<file path="src/rtl/bus_merge_if.sv">
// Handshake bundle for bus_merge: producer side (opcode/operand in) and
// loader side (packed word, program address, occupancy out).
interface bus_merge_if #(
  parameter int DEPTH  = 4,
  parameter int ADDR_W = 8
) ();
  localparam int CNT_W = $clog2(DEPTH) + 1;

  logic [3:0]        instruction;
  logic [7:0]        data;
  logic              in_valid;
  logic              in_ready;
  logic [11:0]       bus_output;
  logic              out_valid;
  logic              out_ready;
  logic [ADDR_W-1:0] word_addr;
  logic [CNT_W-1:0]  count;

  modport master (
    output instruction, data, in_valid, out_ready,
    input  in_ready, bus_output, out_valid, word_addr, count
  );

  modport slave (
    input  instruction, data, in_valid, out_ready,
    output in_ready, bus_output, out_valid, word_addr, count
  );
endinterface

</file>
<file path="src/rtl/bus_merge.sv">
// Packs {opcode, operand} into 12-bit Tiny-CPU words, buffers them in a FIFO and
// tags each popped word with a program address. Optional BUS_MERGE_CHECKSUM_EN adds a running XOR.
module bus_merge #(
  parameter int DEPTH  = 4,
  parameter int ADDR_W = 8
) (
  input  logic        clk,
  input  logic        reset,
  input  logic        clear,
  bus_merge_if.slave  bus
`ifdef BUS_MERGE_CHECKSUM_EN
  ,
  output logic [11:0] checksum
`endif
);
  localparam int PTR_W = $clog2(DEPTH);
  localparam int CNT_W = $clog2(DEPTH) + 1;

  logic [11:0]       mem_q [DEPTH];
  logic [11:0]       mem_d [DEPTH];
  logic [PTR_W-1:0]  wr_ptr_q, wr_ptr_d;
  logic [PTR_W-1:0]  rd_ptr_q, rd_ptr_d;
  logic [CNT_W-1:0]  count_q, count_d;
  logic [ADDR_W-1:0] addr_q, addr_d;
  logic [11:0]       cks_q, cks_d;
  logic              in_ready_q, in_ready_d;
  logic              out_valid_q, out_valid_d;
  logic [11:0]       bus_output_q, bus_output_d;
  logic              push_s;
  logic              pop_s;

  assign push_s = bus.in_valid & in_ready_q;
  assign pop_s  = out_valid_q & bus.out_ready;

  // Next-state: flush, push/pop bookkeeping, then the registered output views.
  always_comb begin
    mem_d    = mem_q;
    wr_ptr_d = wr_ptr_q;
    rd_ptr_d = rd_ptr_q;
    count_d  = count_q;
    addr_d   = addr_q;
    cks_d    = cks_q;
    if (clear) begin
      wr_ptr_d = {PTR_W{1'b0}};
      rd_ptr_d = {PTR_W{1'b0}};
      count_d  = {CNT_W{1'b0}};
      addr_d   = {ADDR_W{1'b0}};
      cks_d    = 12'h000;
    end else begin
      if (push_s) begin
        mem_d[wr_ptr_q] = {bus.instruction, bus.data};
        wr_ptr_d        = wr_ptr_q + PTR_W'(1);
      end else begin
        wr_ptr_d = wr_ptr_q;
      end
      if (pop_s) begin
        rd_ptr_d = rd_ptr_q + PTR_W'(1);
        addr_d   = addr_q + ADDR_W'(1);
        cks_d    = cks_q ^ bus_output_q;
      end else begin
        rd_ptr_d = rd_ptr_q;
      end
      case ({push_s, pop_s})
        2'b10:   count_d = count_q + CNT_W'(1);
        2'b01:   count_d = count_q - CNT_W'(1);
        default: count_d = count_q;
      endcase
    end
    in_ready_d  = (count_d != CNT_W'(DEPTH));
    out_valid_d = (count_d != {CNT_W{1'b0}});
    // Head is taken from next-state storage so a fresh push is visible right after its edge.
    if (out_valid_d) begin
      bus_output_d = mem_d[rd_ptr_d];
    end else begin
      bus_output_d = 12'h000;
    end
  end

  // State registers with synchronous reset; storage contents need no reset.
  always_ff @(posedge clk) begin
    if (reset) begin
      wr_ptr_q     <= {PTR_W{1'b0}};
      rd_ptr_q     <= {PTR_W{1'b0}};
      count_q      <= {CNT_W{1'b0}};
      addr_q       <= {ADDR_W{1'b0}};
      cks_q        <= 12'h000;
      in_ready_q   <= 1'b1;
      out_valid_q  <= 1'b0;
      bus_output_q <= 12'h000;
    end else begin
      mem_q        <= mem_d;
      wr_ptr_q     <= wr_ptr_d;
      rd_ptr_q     <= rd_ptr_d;
      count_q      <= count_d;
      addr_q       <= addr_d;
      cks_q        <= cks_d;
      in_ready_q   <= in_ready_d;
      out_valid_q  <= out_valid_d;
      bus_output_q <= bus_output_d;
    end
  end

  assign bus.in_ready   = in_ready_q;
  assign bus.out_valid  = out_valid_q;
  assign bus.bus_output = bus_output_q;
  assign bus.word_addr  = addr_q;
  assign bus.count      = count_q;

`ifdef BUS_MERGE_CHECKSUM_EN
  assign checksum = cks_q;
`else
  logic unused_cks_s;
  assign unused_cks_s = ^cks_q;
`endif
endmodule
</file>
<file path="src/flat_wrapper.sv">
// flat-port wrapper written by rule: the top's interface ports become plain ports
module bus_merge_flat 
#(
  parameter int DEPTH  = 4,
  parameter int ADDR_W = 8
)
  (clk, reset, clear, bus_instruction, bus_data, bus_in_valid, bus_out_ready, bus_in_ready, bus_bus_output, bus_out_valid, bus_word_addr, bus_count);
  bus_merge_if #(.DEPTH(DEPTH), .ADDR_W(ADDR_W)) bus_i ();
  input  logic clk;
  input  logic reset;
  input  logic clear;
  input wire logic [$bits(bus_i.instruction)-1:0] bus_instruction;
  input wire logic [$bits(bus_i.data)-1:0] bus_data;
  input wire logic [$bits(bus_i.in_valid)-1:0] bus_in_valid;
  input wire logic [$bits(bus_i.out_ready)-1:0] bus_out_ready;
  output wire logic [$bits(bus_i.in_ready)-1:0] bus_in_ready;
  output wire logic [$bits(bus_i.bus_output)-1:0] bus_bus_output;
  output wire logic [$bits(bus_i.out_valid)-1:0] bus_out_valid;
  output wire logic [$bits(bus_i.word_addr)-1:0] bus_word_addr;
  output wire logic [$bits(bus_i.count)-1:0] bus_count;
  assign bus_i.instruction = bus_instruction;
  assign bus_i.data = bus_data;
  assign bus_i.in_valid = bus_in_valid;
  assign bus_i.out_ready = bus_out_ready;
  assign bus_in_ready = bus_i.in_ready;
  assign bus_bus_output = bus_i.bus_output;
  assign bus_out_valid = bus_i.out_valid;
  assign bus_word_addr = bus_i.word_addr;
  assign bus_count = bus_i.count;
  bus_merge #(.DEPTH(DEPTH), .ADDR_W(ADDR_W)) u_core (.clk(clk), .reset(reset), .clear(clear), .bus(bus_i));
endmodule
</file>
<file path="config.mk">
export PLATFORM = sky130hd
export DESIGN_NAME = bus_merge_flat
export DESIGN_NICKNAME = d
export VERILOG_FILES = /design/src/rtl/bus_merge_if.sv /design/src/rtl/bus_merge.sv /design/src/flat_wrapper.sv
export SDC_FILE = /design/constraint.sdc
export NUM_CORES = 1
export LEC_CHECK = 0
export CAP_MARGIN = 40
export CORE_MARGIN = 4
export CORE_UTILIZATION = 35
export CTS_CLUSTER_DIAMETER = 150
export DETAILED_ROUTE_END_ITERATION = 10
export PLACE_DENSITY = 0.54
export RECOVER_POWER = 25
export SLEW_MARGIN = 20
export SYNTH_ARGS = -nofsm -noshare
export SYNTH_HDL_FRONTEND = slang
export SYNTH_SLANG_ARGS = --single-unit
</file>
<file path="constraint.sdc">
create_clock -name clk -period 8.37 [get_ports clk]
set_clock_uncertainty 0.1 [all_clocks]
set_input_delay 2.511 -clock clk [delete_from_list [all_inputs] [get_ports clk]]
set_output_delay 2.511 -clock clk [all_outputs]
set_load 0.01 [all_outputs]
</file>
=== Word-level counts from Yosys, hierarchy flattened ===
Cells that the tools add are included.

* Bits in registers: 77
* Bits in latches: 0
* Bits in writable memories: 0
* ROM bits: 0
* Bits of input ports: 17
* Memories: 0

* Add/subtract/negate cells: 5
* Multiply operators: 0
* Div/mod/pow operators: 0
* $lt $le $gt $ge: 3
* Equality and inequality tests: 3
* Shift operators: 0
* Muxes and demuxes: 12
* Bitwise gates (word level): 5
* Reduce and logical (&&, ||, !) cells: 4

{| class="wikitable"
|+ Operators by type and width
! kind !! number
|-
| two-way mux 48 bit || 2
|-
| bitwise mux 48 bit || 1
|-
| two-way mux 12 bit || 3
|-
| binary-select mux 12 bit (select 2 bit) || 1
|-
| demux 12 bit (select 2 bit) || 1
|-
| adder 8 x 1 -> 8 bit, second input constant || 1
|-
| >= comparator 3 bit, second input constant || 2
|-
| inverter 2 -> 3 bit || 2
|-
| case mux 3 bit (2 select lines) || 1
|-
| adder 2 x 1 -> 2 bit, second input constant || 2
|-
| two-way mux 2 bit || 2
|-
| OR reduction 2 bit || 2
|-
| adder 3 x 1 -> 3 bit, second input constant || 1
|-
| < comparator 3 x 1 -> 1 bit, second input constant || 1
|-
| two-way mux 3 bit || 1
|-
| != test 3 bit, second input constant || 1
|-
| nonzero test 3 bit || 1
|-
| subtractor 3 x 1 -> 3 bit, second input constant || 1
|-
| AND 1 bit || 2
|-
| == test 2 x 1 -> 1 bit, second input constant || 1
|-
| == test 2 bit, second input constant || 1
|-
| logical AND 1 bit || 1
|-
| inverter 1 bit || 1
|}

=== Longest topological paths before layout ===
Gate-level depths: netlist (run 1).

* Depth in word-level cells: 11
* Depth in mapped cells: 10
* Depth with buffers taken out: 8

=== Worst setup path after synthesis (run 1) ===
Ideal clock, no wire load.

* Path type: in2reg
* From: input bus_out_ready
* To: register u_core.bus_output_q[1], in the netlist u_core.bus.bus_output[1]
* Arrival: 4561 ps
* Data required time: 8211 ps
* Setup slack: 3651 ps
* Stages on the path: 10
* Path through: and2_1 buf_2 ha_1 fa_1 xnor2_1 or3_1 and2_1 a211oi_2 buf_2 a22o_1

* Word-level cells in the longest chain between the ends: 7
* Elaborated cells between the ends (all ways): 14
* Classes of those cells: 2 x eq/ne; 7 x mux; 3 x bitwise; 2 x reduce/logical

{| class="wikitable"
|+ RTL lines
! item !! RTL line !! text
|-
| from (decl) || flat_wrapper.sv:15 || <nowiki>input wire logic [$bits(bus_i.out_ready)-1:0] bus_out_ready;</nowiki>
|-
| AND 1 bit (*) || bus_merge.sv:33 || <nowiki>assign pop_s = out_valid_q & bus.out_ready;</nowiki>
|-
| == test 2 x 1 -> 1 bit, or another cell as far along || bus_merge.sv:63 || <nowiki>case ({push_s, pop_s})</nowiki>
|-
| case mux 3 bit (2 select lines) or two-way mux 2 bit (tied branches) || bus_merge.sv:63, bus_merge.sv:43 ||
|-
| two-way mux 3 bit or inverter 2 -> 3 bit (tied branches) || bus_merge.sv:43, bus_merge.sv:73 ||
|-
| nonzero test 3 bit or binary-select mux 12 bit (select 2 bit) (tied branches) || bus_merge.sv:70, bus_merge.sv:73 ||
|-
| inverter 1 bit (no line) or two-way mux 12 bit (tied branches) || - ||
|-
| OR reduction 2 bit (no line) or two-way mux 12 bit (tied branches) || - ||
|-
| to (signal assigned) || bus_merge.sv:99 || <nowiki>bus_output_q <= bus_output_d;</nowiki>
|-
| to (decl) || bus_merge.sv:28 || <nowiki>logic [11:0] bus_output_q, bus_output_d;</nowiki>
|}

Mark *: on every way between the ends. The rest lies on a longest branch, timed or not. The select of a mux whose other input is x is not followed.
A chain may end at the register's enable or synchronous reset.

=== Worst setup path after layout (run 1) ===
* From: input bus_out_ready
* To: register u_core.bus_output_q[2], in the netlist u_core.bus.bus_output[2]

The elaborated chain is that of the path after synthesis.

==> results of run 1 <==
## cells in the mapped netlist, types with 2 or more instances
master,number
nand4_1,2
xnor2_1,3
ha_1,6
edfxtp_1,48
nor3_1,12
buf_4,2
xor2_1,7
nand3_1,16
clkbuf_1,13
buf_6,2
inv_1,16
o221ai_1,12
nand2_1,56
a22o_1,12
a21oi_1,3
a221oi_2,10
nor2_1,25
and3_1,3
buf_2,5
nand2b_1,2
and2_1,5
mux2i_1,3
a221oi_1,2
o21ai_0,50
dfxtp_1,29
## area by class of cell
type / count / share of cell area [%]
multi-input cells: 242 / 34.2
repair buffers: 47 / 10.5
flip-flops and latches: 77 / 45.9
clock inverters: 5 / 0.710
clock buffers: 11 / 3.47
inverters: 16 / 1.36
well taps: 136 / 3.86
## kinds of logic (layout without fill, tap and decap cells)
logic type                 after synthesis  after routing  share of synthesized area [%]
DFF                                     77             77                           54.7
muxes                                    5              5                           1.52
buffers and inverters                   38             79                           4.63
xor gates and xnor gates                11             11                           3.11
AOI/OAI and AO/OA                       93             93                           18.3
adders and majority gates                7              7                           2.57
and+or+nand+nor                        126            126                           15.2
## final timing paths
kind,cells after the start,endpoint,from,slack (ns)
setup / recovery,10,u_core.bus.bus_output[2]$_SDFF_PP0_,bus_out_ready,2.95
hold / removal,2,u_core.wr_ptr_q[1]$_SDFFE_PP0N_,u_core.wr_ptr_q[1]$_SDFFE_PP0N_,0.40
setup reg to reg,8,u_core.bus.bus_output[0]$_SDFF_PP0_,u_core.wr_ptr_q[0]$_SDFFE_PP0N_,5.20
hold reg to reg,2,u_core.wr_ptr_q[1]$_SDFFE_PP0N_,u_core.wr_ptr_q[1]$_SDFFE_PP0N_,0.40
## sequential cells by signal (all words and copies together) (netlist names)
| signal | cells |
|---|---|
| u_core.bus.in_ready | 1 |
| u_core.bus.out_valid | 1 |
| u_core.bus.count | 3 |
| u_core.bus.bus_output | 12 |
| u_core.wr_ptr_q | 2 |
| u_core.rd_ptr_q | 2 |
| u_core.bus.word_addr | 8 |
| u_core.mem_q | 48 |
## cell usage in the layout (no fill, tap or decap), types with 2 or more instances in the layout
cell type         n
inv_4             2
clkinv_2          2
nand4_1           2
clkbuf_1          2
xnor2_1           3
edfxtp_1         48
clkdlybuf4s50_1  38
and3_1            3
a221oi_1          2
inv_1            15
mux2i_1           3
o221ai_1         12
nor2_1           25
buf_4             3
clkbuf_8          9
a21oi_1           3
nand2_1          56
dfxtp_1          29
nand3_1          16
a22o_1           12
nand2b_1          2
o21ai_0          50
ha_1              6
xor2_1            7
dlygate4sd3_1     3
and2_1            4
nor3_1           12
a221oi_2         10
## per-layer routing
| metal | part of all wire, % | track usage (%) | vias up |
|---|---|---|---|
| li1 | - | - | 1367 |
| met1 | 50 | 21.1 | 1297 |
| met2 | 44 | 22.5 | 56 |
| met3 | 4.2 | 4.31 | 11 |
| met4 | 1.2 | 3.45 | 0 |
| met5 | 0 | 0 | - |
## worst max-delay path, stage by stage
cell and delay, ns:
dlygate4sd3_1 0.55, and2_0 0.32, ha_1 0.32, fa_1 0.38, xnor2_1 0.14, or3_1 0.32
and2_1 0.19, a211oi_2 0.46, buf_4 0.27, a22o_1 0.14
## metrics by stage
step	power, mW	setup WS [ns]	util, %	cells	cell area, um^2
floorplan	0.498	3.65	-	357	3700
finish	0.791	2.95	42.7	534	4400
CTS	0.804	3.07	42.6	533	4390
detailed placement	0.533	2.71	40.8	517	4210
global route	0.830	2.81	42.7	534	4400
global placement	0.531	2.64	40.6	515	4190
## power groups by stage
stage	Combinational (mW)	Clock [mW]	Sequential, mW
CTS	0.0881	0.279	0.437
global route	0.0974	0.293	0.440
global placement	0.0860	0	0.445
detailed placement	0.0875	0	0.445
floorplan	0.0536	0	0.444
finish	0.0877	0.266	0.437
==> summary.md, run 1 <==
| Metric | Value |
|---|---|
| Share of the synthesized area in the top cell type | 39.0% |
| Worst hold slack | 0.402 ns |
| Leakage | 1.68 nW |
| Initial DRC count | 147 |
| Clock sink count | 77 |
| Clock Power Share | 33.6% |
| Reg area | 2020 um^2 |
| Syn Std Cell Area | 3700 um^2 |
| Ys Warns | 0 |
| Post-synth EDFFs | 48 |
| Congestion Overflow GR | 0 |
| Max-cap violations | 1 |
| Routed Antenna Nets | 0 |
| Cts bufs inserted | 9 |
| # fillers | 1047 |
| Via density | 5.11 |
| Initial antenna violation count | 0 |
| HP Class | reg2reg |
| CP Launch Type | primary input |
| Die Span Y | 111 um |
| Initial Util | 35.8% |
| Ys async rst share | 0% |
| Ant diodes | 0 |
| Worst setup path category | in2reg |
| Seq pwr share | 55.3% |
| WL per Instance | 16.9 um |
| TritonCTS clock tree | yes |
| Number of global-route vias before repair | 2746 |
| Avg Inst Size Synth | 10.4 um^2 |
| Sw Pwr | 0.200 mW |
| Sw frac | 25.2% |
| RePlAce Congestion | 0.769 |
| Die area | 12300 um^2 |
| Post-synthesis register bit count | 77 |
| Sequential share of the synthesized area | 54.7% |
| Worst-margin pin slew | 2.78 ns |
| Internal power | 0.592 mW |
| I/O Pins | 42 |
| Area contributors post-synth | edfxtp_1 (39%), dfxtp_1 (16%), o21ai_0 (6.8%) |
| Post-CTS setup buffers | 0 |
| RSZ-0062 raised after global routing | false |
| Share of cells above drive strength 1 | 8.79% |
| Core area | 10300 um^2 |
| Arrival time of the worst setup path | 5.61 ns |
| Pwr dens | 180 nW/um^2 |
| Critical Path Fanout Max | 8 |
| Worst relative slew slack | -85.2% |
| CTS H-tree lvls | 3 |
| Total wire length | 9.04 mm |
| Outcome | finished with violations |
| Core Rows | 37 |
| CTS Buffer Depth | 2 |
| Max Slew Vio Count | 50 |
| FMAX | 0.185 GHz |
| Setup_tns | 0 ns |
| Synthesized instance count | 357 |
| Final cycle utilization of the critical path | 64.7% |
| Pin count of the biggest net entering global routing | 50 |
| All-layer global routing usage | 14.9% |
| Final hold vios | 0 |
| Distinct cell type count after synthesis | 38 |
| Peak supply drop | 0.0788 mV |
| Required time of the worst setup path | 8.56 ns |
| Detailed Place HPWL | 5.76 mm |
| First-pass GRT wire length | 14.6 mm |
| Ys flop type | edfxtp_1 |
| Failing checks | capacitance limit, slew limit |
| Clock Latency Late Sink | 0.35 ns |
| Comb power frac | 11.1% |
| CTS resizes | 0 |
| Vias | 2731 |
| P&R area growth vs syn | 19.1% |
| Setup-failing EPs final | 0 |
| Clk root buf | clkbuf_8 |
| Drc violations | 0 |
| Critical Path Sink Type | flop |
| Minimum period implied by the final worst setup slack | 5.42 ns |
| Post-synth top area cell | edfxtp_1 |
| Drt pass-1 iters | 4 |
| Hold Buf Count CTS | 0 |
| Area of the multi-input gates | 1510 um^2 |
| Clk pin slew, worst setup/hold paths | 0.08 ns |
| Final nets | 417 |
| Syn_nets | 381 |
| Die X | 111 um |
| PortBufs | 41 |
Note: power is estimated with default switching activity, not from simulation.
==> run 2: changes to the inputs <==
--- a/config.mk
+++ b/config.mk
@@ -10,7 +10,7 @@
 export CORE_UTILIZATION = 35
 export CTS_CLUSTER_DIAMETER = 150
 export DETAILED_ROUTE_END_ITERATION = 10
-export PLACE_DENSITY = 0.54
+export PLACE_DENSITY = 0.56
 export RECOVER_POWER = 25
 export SLEW_MARGIN = 20
 export SYNTH_ARGS = -nofsm -noshare
==> constraint.sdc (replaced) <==
create_clock -name clk -period 4.35 [get_ports clk]
set_clock_uncertainty 0.1 [all_clocks]
set_input_delay 1.305 -clock clk [delete_from_list [all_inputs] [get_ports clk]]
set_output_delay 1.305 -clock clk [all_outputs]
set_load 0.01 [all_outputs]
==> run 2 against run 1 <==
  * The run now ends clean
  * Worst setup slack got worse by 2.4 ns
  * Flip-flop and latch count did not move
  * Routed wire length fell by 0.63%
  * Sequential share of layout area fell by 0.63 points
  * Critical path depth fell by 1
  * Design area rose by 1.4%
  * Utilization rose by 0.59 points
  * Clock-buffer cell count did not move
  * Total power rose by 110%
  * Largest power group unchanged
==> summary.md, run 2 (same netlist as run 1, synthesis figures left out) <==
| Metric | Value |
|---|---|
| Total wire length | 8.99 mm |
| Congestion Overflow GR | 0 |
| Initial DRC count | 151 |
| First-pass GRT wire length | 15.2 mm |
| Routed Antenna Nets | 0 |
| Vias | 2739 |
| CP max stage cell | dlygate4sd3_1 |
| CTS resizes | 0 |
| Critical Path Sink Type | flop |
| FMAX | 0.262 GHz |
| Pin count of the biggest net entering global routing | 50 |
| Setup_tns | 0 ns |
| Final cycle utilization of the critical path | 87.9% |
| # fillers | 1007 |
| Max reg flops | 48 |
| All-layer global routing usage | 15.2% |
| Worst hold slack | 0.412 ns |
| Drt pass-1 iters | 4 |
| CP Launch Type | primary input |
| CTS Buffer Depth | 2 |
| Initial antenna violation count | 0 |
| Leakage | 1.70 nW |
| Die Span Y | 111 um |
| P&R area growth vs syn | 20.7% |
| DR WL met2 | 3.87 mm |
| Largest register by flop count | u_core.mem_q |
| Max-cap violations | 0 |
| Core area | 10300 um^2 |
| Top Layer Used | met4 |
| Via density | 5.09 |
| Outcome | finished, final reports clean |
| Worst-margin pin slew | 1.29 ns |
| Arrival time of the worst setup path | 4.02 ns |
| Die area | 12300 um^2 |
| Pwr dens | 364 nW/um^2 |
| RSZ-0062 raised after global routing | false |
| Core Rows | 37 |
| Initial Util | 35.8% |
| PortBufs | 41 |
| Most frequent cells in the layout | nand2_1 (56), o21ai_0 (50), edfxtp_1 (48), clkdlybuf4s50_1 (38), dfxtp_1 (29) |
| Die X | 111 um |
| Worst path cell trace | dlygate4sd3_1 > nand2_1 > ha_1 > fa_1 > xnor2_1 > or3_1 > a21oi_1 > o211a_1 > a22o_1 |
| Routed wl met3 | 457 um |
| Post-CTS setup buffers | 0 |
| Share of cells above drive strength 1 | 9.95% |
| Clock Latency Late Sink | 0.35 ns |
| Reg area | 2020 um^2 |
| Final nets | 421 |
| Peak supply drop | 0.137 mV |
| I/O Pins | 42 |
| HP Class | reg2reg |
| Cts bufs inserted | 9 |
| WL per Instance | 16.7 um |
| Clk root buf | clkbuf_8 |
| Clock sink count | 77 |
| Setup-failing EPs final | 0 |
| Final hold vios | 0 |
| Max Slew Vio Count | 0 |
| Area of the multi-input gates | 1510 um^2 |
| Hold Buf Count CTS | 0 |
| Detailed Place HPWL | 5.63 mm |
| Number of global-route vias before repair | 2813 |
| Critical Path Fanout Max | 12 |
| Minimum period implied by the final worst setup slack | 3.82 ns |
| TritonCTS clock tree | yes |
| RePlAce Congestion | 0.823 |
| Required time of the worst setup path | 4.54 ns |
| Worst relative slew slack | 14.0% |
| Drc violations | 0 |
| Worst setup path category | in2reg |
| Most common cell after layout, fill and taps aside | nand2_1 |
| DRT met1 WL | 4.59 mm |
| CTS H-tree lvls | 3 |
| Slowest cell delay on critical path | 0.61 ns |
| Ant diodes | 0 |
| Clk pin slew, worst setup/hold paths | 0.08 ns |
[run 2: cell count changes in the layout (fill, tap and decap cells not counted), sizes merged]
| cell | before | now |
|---|---|---|
| bufinv | 0 | 2 |
| inv | 18 | 15 |
| clkinv | 3 | 2 |
| buf | 5 | 9 |
| clkinvlp | 0 | 2 |
[run 2: area by class of cell]
class / instances / share of cell area (%)
Clock buffer: 11 / 3.17
Clock inverter: 5 / 1.88
Inverter: 16 / 1.34
Multi-Input combinational cell: 242 / 33.7
Sequential cell: 77 / 45.3
Tap cell: 136 / 3.81
Timing Repair Buffer: 51 / 10.8
[run 2: path summary, 6_finish.rpt]
check	slack [ns]	end	depth (start not counted)	start
hold reg to reg	0.41	u_core.wr_ptr_q[1]$_SDFFE_PP0N_	2	u_core.wr_ptr_q[1]$_SDFFE_PP0N_
setup reg to reg	1.66	u_core.bus.bus_output[10]$_SDFF_PP0_	8	u_core.bus.in_ready$_SDFF_PP1_
hold / removal	0.41	u_core.wr_ptr_q[1]$_SDFFE_PP0N_	2	u_core.wr_ptr_q[1]$_SDFFE_PP0N_
setup / recovery	0.53	u_core.bus.bus_output[10]$_SDFF_PP0_	9	bus_in_valid
[run 2: layer usage]
metal	vias to the layer above	GRT usage (%)
met1	1282	22.0
met5	-	0
met3	5	4.48
li1	1380	-
met2	72	22.9
met4	0	2.46
[run 2: power by group]
part           total (mW)  switching (mW)  internal (mW)  leakage [nW]
clock network       0.617           0.277          0.340         0.106
logic               0.171          0.0960         0.0746         0.891
registers           0.840          0.0182          0.821         0.707
[run 2: stage by stage]
step	instances	area [um^2]	total power, mW	util, %	worst slack [ns]
after floorplan	357	3700	0.958	-	0.837
after global placement	522	4240	1.02	41.1	0.331
after detailed placement	522	4240	1.03	41.1	0.243
after CTS	538	4470	1.65	43.3	0.628
after global routing	538	4470	1.70	43.3	0.316
final	538	4470	1.63	43.3	0.526
[run 2: critical path: cells and delay by family]
family | cells | cell delay (ns)
buffers and inverters | 1 | 0.61
AO/OA/AOI/OAI | 3 | 0.87
AND/OR/NAND/NOR | 2 | 0.45
XOR/XNOR | 1 | 0.14
adder cells (fa/ha/maj) | 2 | 0.64
